==> src/rtl/wimax_pkg.sv <==
// Shared WiMAX interleaver definitions: block geometry and the ping-pong bank type.
package wimax_pkg;
    localparam int BLOCK_LEN = 192;
    localparam int ADDR_W    = 9;
    typedef logic bank_t;
endpackage

==> src/rtl/mod_counter.sv <==
// Modulo-LIMIT address counter with a combinational wrap pulse on the terminal count.
module mod_counter #(
    parameter int LIMIT = 192,
    parameter int W     = 9
) (
    input  logic         clk,
    input  logic         resetN,
    input  logic         clear,
    input  logic         en,
    output logic [W-1:0] count,
    output logic         wrap
);
    localparam logic [W-1:0] LAST = W'(LIMIT - 1);

    // The wrap pulse is combinational so the parent can act on it in the same edge.
    assign wrap = en & (count == LAST);

    always_ff @(posedge clk or negedge resetN) begin
        if (!resetN)
            count <= '0;
        else if (clear)
            count <= '0;
        else if (en)
            count <= wrap ? '0 : count + 1'b1;
    end
endmodule

==> src/rtl/ppbuf_ctrl.sv <==
// Ping-pong buffer controller: fills one RAM bank while the other is streamed to the interleaver.
module ppbuf_ctrl
    import wimax_pkg::*;
#(
    parameter int BLOCK_LEN = wimax_pkg::BLOCK_LEN,
    parameter int ADDR_W    = wimax_pkg::ADDR_W
) (
    input  logic              clk,
    input  logic              resetN,
    input  logic              flush,
    input  logic              valid_in,
    output logic              ready_out,
    output logic              wr_en,
    output bank_t             wr_bank,
    output logic [ADDR_W-1:0] wraddress,
    output logic              rd_en,
    output bank_t             rd_bank,
    output logic [ADDR_W-1:0] rdaddress,
    output logic              valid_out,
    input  logic              ready_in,
    output logic              last_out,
    output logic [1:0]        bank_full
);
    // Handshake: a beat transfers on an edge where valid and ready are both high;
    // valid_out/last_out (and the RAM q) hold while valid_out=1 and ready_in=0.
    logic       wr_wrap;
    logic       rd_wrap;
    logic [1:0] full_nxt;

    assign ready_out = ~bank_full[wr_bank] & ~flush;
    assign wr_en     = valid_in & ready_out;
    assign rd_en     = bank_full[rd_bank] & (~valid_out | ready_in) & ~flush;

    mod_counter #(.LIMIT(BLOCK_LEN), .W(ADDR_W)) u_wr_cnt (
        .clk    (clk),
        .resetN (resetN),
        .clear  (flush),
        .en     (wr_en),
        .count  (wraddress),
        .wrap   (wr_wrap)
    );

    mod_counter #(.LIMIT(BLOCK_LEN), .W(ADDR_W)) u_rd_cnt (
        .clk    (clk),
        .resetN (resetN),
        .clear  (flush),
        .en     (rd_en),
        .count  (rdaddress),
        .wrap   (rd_wrap)
    );

    // Clear is applied before set so a same-edge release and refill of one bank ends full.
    always_comb begin
        full_nxt = bank_full;
        if (rd_wrap)
            full_nxt[rd_bank] = 1'b0;
        if (wr_wrap)
            full_nxt[wr_bank] = 1'b1;
    end

    always_ff @(posedge clk or negedge resetN) begin
        if (!resetN) begin
            bank_full <= 2'b00;
            wr_bank   <= 1'b0;
            rd_bank   <= 1'b0;
        end else if (flush) begin
            bank_full <= 2'b00;
            wr_bank   <= 1'b0;
            rd_bank   <= 1'b0;
        end else begin
            bank_full <= full_nxt;
            if (wr_wrap)
                wr_bank <= ~wr_bank;
            if (rd_wrap)
                rd_bank <= ~rd_bank;
        end
    end

    always_ff @(posedge clk or negedge resetN) begin
        if (!resetN) begin
            valid_out <= 1'b0;
            last_out  <= 1'b0;
        end else if (flush) begin
            valid_out <= 1'b0;
            last_out  <= 1'b0;
        end else if (~valid_out | ready_in) begin
            valid_out <= rd_en;
            last_out  <= rd_wrap;
        end
    end
endmodule
==> config.mk <==
export PLATFORM = sky130hd
export DESIGN_NAME = ppbuf_ctrl
export DESIGN_NICKNAME = d
export VERILOG_FILES = /design/src/rtl/wimax_pkg.sv /design/src/rtl/mod_counter.sv /design/src/rtl/ppbuf_ctrl.sv
export SDC_FILE = /design/constraint.sdc
export NUM_CORES = 1
export LEC_CHECK = 0
export ABC_AREA = 1
export CAP_MARGIN = 40
export CORE_MARGIN = 2
export CORE_UTILIZATION = 45
export CTS_CLUSTER_DIAMETER = 50
export DETAILED_ROUTE_END_ITERATION = 8
export GPL_TIMING_DRIVEN = 1
export PLACE_DENSITY = 0.73
export RECOVER_POWER = 100
export SYNTH_ARGS = -nofsm -noshare
export SYNTH_HDL_FRONTEND = slang
export SYNTH_SLANG_ARGS = --single-unit
==> constraint.sdc <==
create_clock -name clk -period 2 [get_ports clk]
set_clock_uncertainty 0.15 [all_clocks]
set_input_delay 0.6 -clock clk [delete_from_list [all_inputs] [get_ports clk]]
set_output_delay 0.6 -clock clk [all_outputs]
set_load 0.01 [all_outputs]
Word-level counts from Yosys, hierarchy flattened
Index checks and enable logic that the tools add are counted.
{ "word_totals": {"ff_bits": 24, "elab_cells": 62} }
{ "op_classes": {"n_reduce_logical": 7, "addsub": 2, "muxes": 25, "bitwise": 15, "magnitude_cmp": 4, "eq_ne": 2} }
{ "op_table": {"columns": ["op", "count"], "rows": [
  ["$mux W9", 6],
  ["$add A9 B1 Y9 const B", 2],
  ["$eq A9 B8 Y1 const B", 2],
  ["$mux W1", 14],
  ["$reduce_bool A2 Y1", 5],
  ["$and A1 B1 Y1", 6],
  ["$mux W2", 3],
  ["$not A1 Y1", 5],
  ["$lt A1 B2 Y1 const B", 2],
  ["$and A2 B2 Y2", 1],
  ["$demux W1 S1", 2],
  ["$ge A1 B1 Y1 const B", 2],
  ["$logic_and A1 B1 Y1", 2],
  ["$not A2 Y2", 1],
  ["$or A2 B2 Y2", 1],
  ["$or A1 B1 Y1", 1]
]} }

Logic depth before layout (Yosys ltp)
{ "logic_depth": {"depth_word": 10, "mapped_depth": 9, "mapped_depth_nobuf": 9} }

Modules after synthesis
From an unflattened synthesis, not the netlist that was laid out.
{ "hier_totals": {"hier_cells": 192, "area_unflattened_um2": 1417.6} }
{ "by_module_without_submodules": {"columns": ["module", "cells_each", "instances", "area_per_inst_um2"], "rows": [
  ["mod_counter", 75, 2, 551.8],
  ["ppbuf_ctrl", 42, 1, 314.1]
]} }

Least setup slack after synthesis
OpenSTA, ideal clock, no wires.
{ "synth_timing": {"path_type": "input -> output", "from": "in flush", "to": "out ready_out", "cell_stages": 5, "arrival_ns": 1.138, "n_path_buf": 2, "t_required_ns": 1.250, "setup_slack_ns": 0.112, "cell_sequence": "buf_6 inv_4 buf_2 nand3_1 inv_1"} }
{ "synth_between": {"elab_chain_cells": 2} }
{ "synth_lines": {"columns": ["element", "line_no", "rtl"], "rows": [
  ["start, declared", "ppbuf_ctrl.sv:10", "input logic flush,"],
  ["$not A1 Y1", "ppbuf_ctrl.sv:30", "assign ready_out = ~bank_full[wr_bank] & ~flush;"],
  ["$and A1 B1 Y1", "ppbuf_ctrl.sv:30", null],
  ["end, declared", "ppbuf_ctrl.sv:12", "output logic ready_out,"]
]} }
No other way between the ends.

Worst setup path in the final report
{ "layout_timing": {"from": "in flush", "to": "out rd_en"} }
{ "layout_between": {"elab_chain_cells": 2} }
{ "layout_lines": {"columns": ["element", "line_no", "rtl"], "rows": [
  ["$not A1 Y1", "ppbuf_ctrl.sv:32", "assign rd_en = bank_full[rd_bank] & (~valid_out | ready_in) & ~flush;"],
  ["$and A1 B1 Y1", "ppbuf_ctrl.sv:32", null],
  ["end, declared", "ppbuf_ctrl.sv:16", "output logic rd_en,"]
]} }
No other way between the ends.

==> impl_metrics.tcl <==
set metrics [dict create \
    period_share_pct 98.6 \
    fill_cells 260 \
    clk_path_buf_depth 2 \
    maxCapViolCount 0 \
    fp.dieW_um 60.1 \
    drc 0 \
    top_layer "met4" \
    vias 1404 \
    rows 20 \
    yosysTopAreaCellShare_pct 42.4 \
    grt_start_max_net_pins 25 \
    critPathKind "primary input to primary output" \
    syn_inst 194 \
    final_cells 308 \
    routed_via_density 4.56 \
    synth_area_per_cell_um2 7.29 \
    ys_seq_area_share_pct 42.4 \
    worst_ep_arrival_time_ps 1220 \
    clock_sinks 24 \
    die-area_um2 3610 \
    worst-path-buf-inv 3 \
    synth_seq_cells 24 \
    r2r-end "u_wr_cnt.count[2]" \
    p_seq_share_pct 59.4 \
    cts_root_buffer "clkbuf_4" \
    post_synth_num_cell_types 23 \
    worstMarginPinSlew_ps 600 \
    core_um2 3030 \
    peakVddDrop_mv 0.362 \
    clkPwrFrac_pct 30.6 \
    drtIter0Drc 30 \
    powerDensity_nw_per_um2 394 \
    ios 32 \
    fin_nets 272 \
    leakage_uw 0.00111 \
    grt_pass1_wl_mm 5.59 \
    post_drt_wl_per_cell_um 10.8 \
    yosysWarningCount 0 \
    switching_power_uw 191 \
    synth_compound_area_share_pct 5.31 \
    met2_length_mm 1.58 \
    crit_slowest_cell "clkdlybuf4s15_1" \
    tritoncts "built" \
    finalInstanceArea_um2 2090 \
    slew_headroom_pct 60.0 \
    synth_area_leaders "dfrtp_1, nand2_1, inv_1, nand3_1, nor2_1" \
    start_util_pct 46.7 \
    rsz0062_at_grt "yes" \
    power_frac_comb_pct 9.9 \
    clkSlewWorstSetupHoldPaths_ps 130 \
    place_hpwl_mm 2.36 \
    numCtsBuffers 3 \
    synth_top_family_by_area "simple AND/OR/NAND/NOR gates" \
    die-height_um 60.1 \
    timing.fmax_mhz 507 \
    drive_gt1_share_pct 25.0 \
    post_dp_cell_area_um2 1850 \
    n_antenna_cell 0 \
    hold_class "register to register" \
    hold_path_depth 2 \
    synth_fp_nets 201 \
    p_sw_share_pct 23.2 \
    clkLatencyLatePin_ps 310 \
    grt_antenna_before_repair 0 \
    finalHoldViolCount 0 \
    worstSetupStartpointType "primary input" \
    end_kind "primary output" \
    synth_fa_ha_area_share_pct 1.77 \
    intPower_uw 632 \
    area_growth_pct 47.4 \
    r2r_slack_ps 110 \
    crit_fanout 7 \
    rr_worst_depth 10 \
    r2r_start "u_wr_cnt.count[0]" \
    dp_cells 279 \
    path_cells "clkdlybuf4s15_1 -> buf_4 -> nor2_4 -> buf_6" \
    yosys.area_share.simple_pct 38.0 \
    syn-cell-area_um2 1420 \
    min-delay-start "last_out" \
    period_needed_ps 1970 \
    gp_congestion 0.790 \
    synthXorXnorAreaFrac_pct 1.86 \
    final_antenna_net_count 0 \
    grt.total_usage_pct 20.6 \
    dr_wl_met3_um 84 \
    hold_slack_ps 410 \
    holdPathEnd "last_out" \
    setup_viol 0 \
    numPortBuffers 31 \
    synthMuxAreaShare_pct 0 \
    yosys.area.top_type "dfrtp_1" \
    status "finished, final reports clean" \
    max_stage_delay_ps 210 \
    htreeDepth 1 \
    overflow 0 \
    grt_pass1_vias 1267 \
    cp.required_ps 1250 \
    slew_viol_final 0 \
    drt_first_pass_iters 4 \
    wl_mm 3.33 \
    cpLargestDelayFamily "buffers and inverters" \
    wl_met1_mm 1.63 \
]
## cells in the final DEF, fill, tap and decap left out
cell / synthesis / routed
nor3_1: 2 / 2
nand4_1: 5 / 5
nor2_1: 15 / 15
clkbuf_4: 0 / 5
nor2_2: 3 / 3
dlygate4sd2_1: 0 / 8
clkbuf_8: 0 / 1
dlygate4sd3_1: 0 / 1
dfrtp_2: 0 / 1
buf_2: 1 / 1
buf_4: 0 / 33
clkdlybuf4s15_1: 0 / 1
dfrtp_1: 24 / 23
o21ai_1: 8 / 5
nand2_2: 5 / 5
clkdlybuf4s50_1: 0 / 3
xor2_1: 2 / 2
inv_4: 1 / 1
clkbuf_2: 0 / 2
nand4_4: 1 / 1
buf_6: 1 / 2
nor2_4: 3 / 3
nand3b_1: 1 / 1
o21ai_0: 3 / 6
a21oi_1: 4 / 4
nand2_4: 0 / 1
ha_1: 2 / 2
clkdlybuf4s25_1: 0 / 15
nand2_8: 0 / 1
inv_1: 32 / 30
nand3_1: 18 / 18
inv_2: 2 / 4
nand3_2: 2 / 2
xnor2_1: 1 / 1
nand2_1: 58 / 56
## worst max-delay path by stage
stage	cells after the start	endpoint	from
detailed placement	6	rd_en	ready_in
CTS	5	ready_out	flush
global route	5	rd_en	bank_full[0]
global placement	6	rd_en	ready_in
finish	4	rd_en	flush
floorplan	5	ready_out	flush
## metrics by stage
stage	utilization, %	setup WS, ps	setup TNS, ps	power [µW]
CTS	67.9	4.04	0	830
global placement	61.2	-655	-3080	574
global route	68.9	-41.6	-233	861
floorplan	-	112	0	534
detailed placement	61.2	-675	-3380	575
finish	68.9	27.8	0	822
## routing by layer
metal  global-route usage (%)  vias up
met1                     28.9      638
li1                         -      742
met2                     34.3       22
met3                     1.30        2
met4                     5.71        0
met5                        0        -
## area by class of cell
class	instances	area (µm²)	area share, %
well taps	44	55.1	2.64
flip-flops and latches	24	602	28.9
repair buffers	68	571	27.4
clock buffers	4	36.3	1.74
inverters	35	134	6.42
multi-input cells	133	688	33.0
## worst register-to-register path, stage by stage (launching register included)
cell      delay (ps)
dfrtp_1          400
clkbuf_4         130
buf_4            140
ha_1             220
nand3_1          190
nor2_4            70
nand2_2          110
nor2_4            50
nor2_2           180
nand2_1           80
nor2_1           110
## repair_timing
action,CTS,global route
pin swaps,2,5
setup buffers,22,3
setup endpoints to repair,24,29
hold buffers,0,0
gates cloned,0,0
gates resized for setup,27,23
## power groups by stage
stage                     clock network, µW  registers (µW)  logic [µW]
after floorplan                           0             501        33.0
after global placement                    0             500        73.7
after detailed placement                  0             500        74.6
after CTS                               261             489        80.3
after global routing                    280             489        91.5
final                                   252             489        81.8
## Yosys cell counts
cell type  number
nor2_1         15
nor3_1          2
buf_6           1
buf_2           1
a21oi_1         4
o21ai_0         3
ha_1            2
nor2_4          3
nand3_1        18
o21ai_1         8
xor2_1          2
inv_4           1
dfrtp_1        24
nor2_2          3
nand3b_1        1
inv_2           2
nand2_2         5
nand2_1        58
inv_1          32
nand3_2         2
nand4_1         5
nand4_4         1
xnor2_1         1
## kinds of logic (layout without fill, tap and decap cells)
kind of cell | after synthesis | count (layout)
XOR/XNOR | 3 | 3
adder cells (fa/ha/maj) | 2 | 2
AND/OR/NAND/NOR | 113 | 113
buffers and inverters | 37 | 107
AO/OA/AOI/OAI | 15 | 15
flip-flops | 24 | 24
## flip-flops by register name, indices dropped and copies added (netlist names)
| register | flops |
|---|---|
| u_rd_cnt.count | 9 |
| u_wr_cnt.count | 9 |
| bank_full | 2 |
| last_out | 1 |
| rd_bank | 1 |
| valid_out | 1 |
| wr_bank | 1 |
Note: power is estimated with default switching activity, not from simulation.
